`src/rtl/vga_pkg.sv`:
```
// Shared timing defaults and pixel types for the VGA controller and the board renderer.
package vga_pkg;

    localparam int unsigned DIV_DEF    = 32'd2;
    localparam int unsigned H_VIS_DEF  = 32'd640;
    localparam int unsigned H_FP_DEF   = 32'd16;
    localparam int unsigned H_SYNC_DEF = 32'd96;
    localparam int unsigned H_BP_DEF   = 32'd48;
    localparam int unsigned V_VIS_DEF  = 32'd480;
    localparam int unsigned V_FP_DEF   = 32'd10;
    localparam int unsigned V_SYNC_DEF = 32'd2;
    localparam int unsigned V_BP_DEF   = 32'd33;

    localparam int unsigned H_TOTAL = H_VIS_DEF + H_FP_DEF + H_SYNC_DEF + H_BP_DEF;
    localparam int unsigned V_TOTAL = V_VIS_DEF + V_FP_DEF + V_SYNC_DEF + V_BP_DEF;

    typedef logic [9:0] coord_t;

    typedef struct packed {
        logic [7:0] r;
        logic [7:0] g;
        logic [7:0] b;
    } rgb_t;

endpackage

```
`src/rtl/controlador_vga_if.sv`:
```
// Controller <-> renderer/DAC signal bundle; master is the timing generator.
interface controlador_vga_if;

    vga_pkg::coord_t x;
    vga_pkg::coord_t y;
    logic            activo;
    logic            fin_cuadro;
    logic            vga_clk;
    logic            hsync_n;
    logic            vsync_n;
    logic            blank_n;
    logic            sync_n;
    logic [7:0]      red;
    logic [7:0]      green;
    logic [7:0]      blue;
    logic [7:0]      red_in;
    logic [7:0]      green_in;
    logic [7:0]      blue_in;

    modport master (
        input  red_in, green_in, blue_in,
        output x, y, activo, fin_cuadro, vga_clk, hsync_n, vsync_n,
               blank_n, sync_n, red, green, blue
    );

    modport slave (
        output red_in, green_in, blue_in,
        input  x, y, activo, fin_cuadro, vga_clk, hsync_n, vsync_n,
               blank_n, sync_n, red, green, blue
    );

endinterface

```
`src/rtl/divisor_pixel.sv`:
```
// Divides the system clock down to the pixel rate: one-clk pix_en strobe plus a registered DAC clock.
module divisor_pixel #(
    parameter int unsigned DIV = 32'd2
) (
    input  logic clk,
    input  logic rst_n,
    output logic pix_en,
    output logic vga_clk
);

    localparam int unsigned CW = $clog2(DIV);
    localparam logic [CW-1:0] LAST_C = CW'(DIV - 32'd1);
    localparam logic [CW-1:0] HALF_C = CW'(DIV / 32'd2);

    logic [CW-1:0] div_cnt_r;
    logic [CW-1:0] div_nxt_s;
    logic          vga_clk_r;

    // Next divider count, wrapping at DIV-1
    always_comb begin
        div_nxt_s = div_cnt_r;
        if (div_cnt_r == LAST_C) begin
            div_nxt_s = {CW{1'b0}};
        end else begin
            div_nxt_s = div_cnt_r + CW'(1);
        end
    end

    // Divider state; vga_clk is precomputed from the next count so it tracks div_cnt exactly
    always_ff @(posedge clk or negedge rst_n) begin
        if (!rst_n) begin
            div_cnt_r <= {CW{1'b0}};
            vga_clk_r <= 1'b0;
        end else begin
            div_cnt_r <= div_nxt_s;
            vga_clk_r <= (div_nxt_s >= HALF_C);
        end
    end

    assign pix_en  = (div_cnt_r == LAST_C);
    assign vga_clk = vga_clk_r;

endmodule

```
`src/rtl/controlador_vga.sv`:
```
// VGA scan counters and registered DAC output stage; sync, blank and colour share one pixel of latency.
module controlador_vga
    import vga_pkg::*;
#(
    parameter int unsigned DIV    = DIV_DEF,
    parameter int unsigned H_VIS  = H_VIS_DEF,
    parameter int unsigned H_FP   = H_FP_DEF,
    parameter int unsigned H_SYNC = H_SYNC_DEF,
    parameter int unsigned H_BP   = H_BP_DEF,
    parameter int unsigned V_VIS  = V_VIS_DEF,
    parameter int unsigned V_FP   = V_FP_DEF,
    parameter int unsigned V_SYNC = V_SYNC_DEF,
    parameter int unsigned V_BP   = V_BP_DEF
) (
    input  logic                clk,
    input  logic                rst_n,
    controlador_vga_if.master   bus
);

    localparam coord_t H_VIS_C    = coord_t'(H_VIS);
    localparam coord_t H_LAST_C   = coord_t'(H_VIS + H_FP + H_SYNC + H_BP - 32'd1);
    localparam coord_t HS_START_C = coord_t'(H_VIS + H_FP);
    localparam coord_t HS_END_C   = coord_t'(H_VIS + H_FP + H_SYNC);
    localparam coord_t V_VIS_C    = coord_t'(V_VIS);
    localparam coord_t V_PRE_C    = coord_t'(V_VIS - 32'd1);
    localparam coord_t V_LAST_C   = coord_t'(V_VIS + V_FP + V_SYNC + V_BP - 32'd1);
    localparam coord_t VS_START_C = coord_t'(V_VIS + V_FP);
    localparam coord_t VS_END_C   = coord_t'(V_VIS + V_FP + V_SYNC);

    logic   pix_en_s;
    logic   vga_clk_s;
    coord_t x_r;
    coord_t y_r;
    logic   activo_s;
    logic   h_wrap_s;
    logic   hsync_s;
    logic   vsync_s;
    rgb_t   pix_in_s;
    rgb_t   pix_r;
    logic   hsync_n_r;
    logic   vsync_n_r;
    logic   blank_n_r;
    logic   fin_cuadro_r;

    divisor_pixel #(.DIV(DIV)) u_divisor (
        .clk     (clk),
        .rst_n   (rst_n),
        .pix_en  (pix_en_s),
        .vga_clk (vga_clk_s)
    );

    // Decode of the current (pre-increment) scan position
    always_comb begin
        activo_s = (x_r < H_VIS_C) && (y_r < V_VIS_C);
        h_wrap_s = (x_r == H_LAST_C);
        hsync_s  = (x_r >= HS_START_C) && (x_r < HS_END_C);
        vsync_s  = (y_r >= VS_START_C) && (y_r < VS_END_C);
        if (activo_s) begin
            pix_in_s = '{r: bus.red_in, g: bus.green_in, b: bus.blue_in};
        end else begin
            pix_in_s = rgb_t'(24'h00_0000);
        end
    end

    // Horizontal/vertical scan counters, advanced once per pixel
    always_ff @(posedge clk or negedge rst_n) begin
        if (!rst_n) begin
            x_r <= 10'd0;
            y_r <= 10'd0;
        end else if (pix_en_s) begin
            if (h_wrap_s) begin
                x_r <= 10'd0;
                y_r <= (y_r == V_LAST_C) ? 10'd0 : y_r + 10'd1;
            end else begin
                x_r <= x_r + 10'd1;
            end
        end
    end

    // Output stage: syncs, blank and colour all latched on the same pix_en
    always_ff @(posedge clk or negedge rst_n) begin
        if (!rst_n) begin
            hsync_n_r <= 1'b1;
            vsync_n_r <= 1'b1;
            blank_n_r <= 1'b0;
            pix_r     <= rgb_t'(24'h00_0000);
        end else if (pix_en_s) begin
            hsync_n_r <= ~hsync_s;
            vsync_n_r <= ~vsync_s;
            blank_n_r <= activo_s;
            pix_r     <= pix_in_s;
        end
    end

    // Frame strobe: high while the counters sit at the first blanking line, column 0
    always_ff @(posedge clk or negedge rst_n) begin
        if (!rst_n) begin
            fin_cuadro_r <= 1'b0;
        end else begin
            fin_cuadro_r <= pix_en_s && h_wrap_s && (y_r == V_PRE_C);
        end
    end

    assign bus.x          = x_r;
    assign bus.y          = y_r;
    assign bus.activo     = activo_s;
    assign bus.fin_cuadro = fin_cuadro_r;
    assign bus.vga_clk    = vga_clk_s;
    assign bus.hsync_n    = hsync_n_r;
    assign bus.vsync_n    = vsync_n_r;
    assign bus.blank_n    = blank_n_r;
    assign bus.sync_n     = 1'b0;
    assign bus.red        = pix_r.r;
    assign bus.green      = pix_r.g;
    assign bus.blue       = pix_r.b;

endmodule

```
`src/flat_wrapper.sv`:
```
// flat-port wrapper written by rule: the top's interface ports become plain ports
module controlador_vga_flat import vga_pkg::*;
#(
    parameter int unsigned DIV    = DIV_DEF,
    parameter int unsigned H_VIS  = H_VIS_DEF,
    parameter int unsigned H_FP   = H_FP_DEF,
    parameter int unsigned H_SYNC = H_SYNC_DEF,
    parameter int unsigned H_BP   = H_BP_DEF,
    parameter int unsigned V_VIS  = V_VIS_DEF,
    parameter int unsigned V_FP   = V_FP_DEF,
    parameter int unsigned V_SYNC = V_SYNC_DEF,
    parameter int unsigned V_BP   = V_BP_DEF
)
  (clk, rst_n, bus_red_in, bus_green_in, bus_blue_in, bus_x, bus_y, bus_activo, bus_fin_cuadro, bus_vga_clk, bus_hsync_n, bus_vsync_n, bus_blank_n, bus_sync_n, bus_red, bus_green, bus_blue);
  controlador_vga_if bus_i ();
  input  logic clk;
  input  logic rst_n;
  input wire logic [$bits(bus_i.red_in)-1:0] bus_red_in;
  input wire logic [$bits(bus_i.green_in)-1:0] bus_green_in;
  input wire logic [$bits(bus_i.blue_in)-1:0] bus_blue_in;
  output wire logic [$bits(bus_i.x)-1:0] bus_x;
  output wire logic [$bits(bus_i.y)-1:0] bus_y;
  output wire logic [$bits(bus_i.activo)-1:0] bus_activo;
  output wire logic [$bits(bus_i.fin_cuadro)-1:0] bus_fin_cuadro;
  output wire logic [$bits(bus_i.vga_clk)-1:0] bus_vga_clk;
  output wire logic [$bits(bus_i.hsync_n)-1:0] bus_hsync_n;
  output wire logic [$bits(bus_i.vsync_n)-1:0] bus_vsync_n;
  output wire logic [$bits(bus_i.blank_n)-1:0] bus_blank_n;
  output wire logic [$bits(bus_i.sync_n)-1:0] bus_sync_n;
  output wire logic [$bits(bus_i.red)-1:0] bus_red;
  output wire logic [$bits(bus_i.green)-1:0] bus_green;
  output wire logic [$bits(bus_i.blue)-1:0] bus_blue;
  assign bus_i.red_in = bus_red_in;
  assign bus_i.green_in = bus_green_in;
  assign bus_i.blue_in = bus_blue_in;
  assign bus_x = bus_i.x;
  assign bus_y = bus_i.y;
  assign bus_activo = bus_i.activo;
  assign bus_fin_cuadro = bus_i.fin_cuadro;
  assign bus_vga_clk = bus_i.vga_clk;
  assign bus_hsync_n = bus_i.hsync_n;
  assign bus_vsync_n = bus_i.vsync_n;
  assign bus_blank_n = bus_i.blank_n;
  assign bus_sync_n = bus_i.sync_n;
  assign bus_red = bus_i.red;
  assign bus_green = bus_i.green;
  assign bus_blue = bus_i.blue;
  controlador_vga #(.DIV(DIV), .H_VIS(H_VIS), .H_FP(H_FP), .H_SYNC(H_SYNC), .H_BP(H_BP), .V_VIS(V_VIS), .V_FP(V_FP), .V_SYNC(V_SYNC), .V_BP(V_BP)) u_core (.clk(clk), .rst_n(rst_n), .bus(bus_i));
endmodule
```
`config.mk`:
```
export PLATFORM = sky130hd
export DESIGN_NAME = controlador_vga_flat
export DESIGN_NICKNAME = d
export VERILOG_FILES = /design/src/rtl/vga_pkg.sv /design/src/rtl/controlador_vga_if.sv /design/src/rtl/divisor_pixel.sv /design/src/rtl/controlador_vga.sv /design/src/flat_wrapper.sv
export SDC_FILE = /design/constraint.sdc
export NUM_CORES = 1
export LEC_CHECK = 0
export CORE_MARGIN = 2
export CORE_UTILIZATION = 30
export CTS_BUF_LIST = sky130_fd_sc_hd__clkbuf_4
export DETAILED_ROUTE_END_ITERATION = 10
export PLACE_DENSITY = 0.63
export SLEW_MARGIN = 20
export SYNTH_ARGS = -nofsm -noshare
export SYNTH_HDL_FRONTEND = slang
export SYNTH_SLANG_ARGS = --single-unit
```
`constraint.sdc`:
```
create_clock -name clk -period 4.4 [get_ports clk]
set_input_delay 0.44 -clock clk [delete_from_list [all_inputs] [get_ports clk]]
set_output_delay 0.44 -clock clk [all_outputs]
set_load 0.05 [all_outputs]
```
# After elaboration in Yosys (flattened, before gate mapping)
# Cells that the tools add are included.
word_totals:
  word_cells: 36
  reg_bits: 50
  input_bits: 26
op_classes:
  n_mux: 4
  bitwise: 2
  addsub: 3
  magnitude_cmp: 7
  n_eq_ne: 3
  reduce_logical: 6
ops:
  columns: ["cell", "n"]
  rows:
  - ["$mux 24", 1]
  - ["$add 10x1->10 const B", 2]
  - ["$eq 10x10->1 const B", 2]
  - ["$lt 10x10->1 const B", 2]
  - ["$lt 10x9->1 const B", 2]
  - ["$mux 10", 2]
  - ["$eq 10x9->1 const B", 1]
  - ["$ge 10x10->1 const B", 1]
  - ["$ge 10x9->1 const B", 1]
  - ["$logic_and 1x1->1", 5]
  - ["$not 1->1", 2]
  - ["$reduce_and 2->1", 1]
  - ["$add 1x1->1 const B", 1]
  - ["$ge 1x1->1 const B", 1]
  - ["$mux 1", 1]

# Longest topological paths before layout
logic_depth:
  word_depth: 3
  depth_mapped: 6
  depth_no_buf: 6

# By module
# From an unflattened synthesis, not the netlist that was laid out.
unflattened:
  hier_cells: 230
  area_unflattened_um2: 2243.4
by_module_without_submodules:
  columns: ["mod", "area_per_inst_um2", "instances", "seq_area_each_um2", "cells_each"]
  rows:
  - ["controlador_vga", 2207.1, 1, 1203.7, 227]
  - ["divisor_pixel", 36.3, 1, 25.0, 3]

# Worst setup path after synthesis
# OpenSTA, ideal clock, no wires.
synth_timing:
  kind: "flip-flop to output port"
  start: "reg u_core.y_r[6] (netlist: u_core.bus.y[6])"
  end: "out bus_activo"
  arrival_time_ns: 1.748
  path_slack_ns: 2.212
  stages_incl_launch_ff: 5
  cell_sequence: "dfrtp_1 -> nand4_1 -> nand3_1 -> clkbuf_1 -> inv_1"
synth_via:
  elab_chain_cells: 2
synth_rtl:
  columns: ["element", "line", "rtl"]
  rows:
  - ["start: declaration", "controlador_vga.sv:33", "coord_t y_r;"]
  - ["start signal: assignment", "controlador_vga.sv:73", "y_r <= (y_r == V_LAST_C) ? 10'd0 : y_r + 10'd1;"]
  - ["$lt 10x9->1", "controlador_vga.sv:54", "activo_s = (x_r < H_VIS_C) && (y_r < V_VIS_C);"]
  - ["$logic_and 1x1->1", "controlador_vga.sv:54", null]
  - ["end: declaration", "flat_wrapper.sv:23", "output wire logic [$bits(bus_i.activo)-1:0] bus_activo;"]
# Every way passes these cells.

# Worst setup path in the final report
layout_timing:
  start: "reg u_core.x_r[7] (netlist: u_core.bus.x[7])"
  end: "out bus_activo"
layout_via:
  elab_chain_cells: 2
layout_rtl:
  columns: ["element", "line", "rtl"]
  rows:
  - ["start: declaration", "controlador_vga.sv:32", "coord_t x_r;"]
  - ["start signal: assignment", "controlador_vga.sv:75", "x_r <= x_r + 10'd1;"]
  - ["$lt 10x10->1", "controlador_vga.sv:54", null]
  - ["$logic_and 1x1->1", "controlador_vga.sv:54", null]
# Every way passes these cells.

==> out/results.ini <==
[timing]
timing_hold_violations_final=0
fmax_mhz=371
period_needed_ns=2.69
final_max_slew_viol_count=0
fin_tns_setup_ns=0
fin_crit_sh_pct=61.2
hold_slack_ns=0.0900
setup_violations=0
worst_slew_pin_slew_ns=0.861
max-slew-margin-rel_pct=42.6
finalClockSkew_ns=0.0138
rsz0062_at_grt=false

[route]
drt_wl_total_mm=5.45
drc=0
vias=1802
via_per_inst=4.79
firstDrtPassIters=4
first_iter_violations=78
ant_nets=0
wire_per_inst_um=14.5

[clock_tree]
cts_resized=0
cts_root_buf=clkbuf_4
cts_hold_buf=0
clk_latency_ns=0.35
clk_pin_slew_ns=0.15
clockBufferDepth=2
cts_buffers=5
cts_tree=yes
post_cts_buffers=0
clock-sinks=49
h-tree-depth=2

[placement]
placed_area_mm2=0.00304
portBuffers=75
post-dp-hpwl_mm=3.76
gp_congestion=0.795

[floorplan]
dieWidth_um=89.8
ioPinCount=77
die_area_mm2=0.00806
die_h_um=89.8
start_util_pct=30.7
fp-row-count=31
core-area_mm2=0.00718

[synth]
yosysWarnings=0
ys_seq_area_share_pct=55.7
synth_top_family_by_area=simple AND/OR/NAND/NOR gates
synth_xor_area_share_pct=3.57
ys_types=45
synth_area_mm2=0.00221
synth-edff-count=0
synth.mux.area_fraction_pct=1.64
ys.flop_type=dfrtp_1
avgSynthCellArea_um2=10.9
yosys.area_share.adder_pct=2.27
syn_inst=203
synth_seq_cells=49
postSynth.asyncResetShare_pct=100
synth_compound_area_share_pct=14.7
syn-num-nets=233
synth-simple-area-share_pct=18.3

[outcome]
status=finished clean

[grt]
overflow=0
grt_max_degree=50
grt_pass1_vias=1714
grt_use_total_pct=13.5
grt_pass1_wl_mm=8.91
grt_antenna_before_repair=0

[cells_and_area]
antenna_cells=0
drive_gt1_share_pct=7.58
area_delta_synth_final_pct=40.4
final_common_cell=clkdlybuf4s50_1
fin_util_pct=43.2
fin_nets=306
fin_area_mm2=0.00310
final_cell_mix=clkdlybuf4s50_1, dfrtp_1, nand2_1

[critical_path]
path_class=flop to primary output
end_kind=primary output
crit_path_max_fanout=26
critPathRequiredTime_ns=3.96
cp-start-kind=flop
arrival_ns=2.25

[job]
drv_cap=0

[power]
ir_drop_mv=0.136
power_density_mw_per_mm2=254
power.leakage_nw=1.33

[min_path]
worstHoldPathType=input port to asynchronous set/reset pin

[cells in the mapped netlist (2+ instances only)]
| cell | n | area [um2] |
|---|---|---|
| o21ai_0 | 8 | 40.0 |
| clkbuf_1 | 7 | 26.3 |
| nand3_1 | 8 | 40.0 |
| nand4_1 | 6 | 37.5 |
| a21oi_1 | 2 | 10.0 |
| dfstp_2 | 2 | 52.6 |
| xor2_1 | 6 | 52.6 |
| o2bb2ai_1 | 24 | 210 |
| a31oi_1 | 2 | 12.5 |
| inv_1 | 8 | 30.0 |
| nor3_1 | 5 | 25.0 |
| and4_1 | 3 | 26.3 |
| dfrtp_1 | 47 | 1180 |
| nor2_1 | 8 | 30.0 |
| xnor2_1 | 3 | 26.3 |
| ha_1 | 4 | 50.1 |
| nand2_1 | 31 | 116 |
| buf_4 | 2 | 15.0 |
[final timing paths]
check	start	end	slack, ns	cells after the start
worst max-delay path	u_core.bus.x[7]	bus_activo	1.71	5
worst min-delay path	rst_n	u_core.bus.x[6]	0.09	1
worst max register to register	u_core.u_divisor.pix_en	u_core.bus.x[9]	2.18	4
worst min register to register	u_core.bus.hsync_n	u_core.bus.hsync_n	0.50	2
max in group asynchronous	rst_n	u_core.bus.blue[7]	3.87	1
min in group clk	u_core.bus.hsync_n	u_core.bus.hsync_n	0.50	2
[worst max-delay path, cell delays in order, from the launching register on]
cell	delay, ns
dfrtp_1	0.46
o21ai_0	0.24
nand3_1	0.10
buf_4	0.22
inv_1	0.08
clkdlybuf4s50_1	0.79
[area by class of cell]
cell class | instances | area, um2
fillers | 698 | 4080
flip-flops and latches | 49 | 1230
multi-input cells | 135 | 897
repair buffers | 77 | 763
well taps | 99 | 124
clock buffers | 6 | 45.0
inverters | 8 | 30.0
clock inverters | 2 | 10.0
[per-layer routing]
metal	GRT usage [%]	up-vias	wire (um)
li1	-	872	-
met1	19.8	884	2720
met2	19.7	42	2410
met3	3.94	4	280
met4	3.59	0	42
met5	0	-	0
[flip-flops by register name, indices dropped and copies added (netlist names)]
signal                   count
u_core.bus.vsync_n           1
u_core.bus.blue              8
u_core.bus.x                10
u_core.bus.y                10
u_core.bus.red               8
u_core.u_divisor.pix_en      1
u_core.bus.hsync_n           1
u_core.bus.fin_cuadro        1
u_core.bus.green             8
u_core.bus.blank_n           1
[metrics by stage]
stage / cells / setup slack [ns] / total power, mW
after detailed placement: 368 / 2.11 / 0.585
final: 376 / 1.71 / 0.787
after global routing: 376 / 1.50 / 0.827
after global placement: 368 / 2.14 / 0.585
after CTS: 376 / 1.67 / 0.798
after floorplan: 203 / 2.21 / 0.528
[logic make-up after synthesis]
family,after synthesis
DFF,49
other,1
muxes,3
AOI/OAI and AO/OA,42
buffers and inverters,19
adders and majority gates,4
xor gates and xnor gates,9
and+or+nand+nor,76
[report_power, final]
part | switching, mW | internal (mW)
clock network | 0.144 | 0.0676
logic | 0.0645 | 0.0423
registers | 0.00682 | 0.462
No activity file was read; power rests on OpenSTA's default activity.
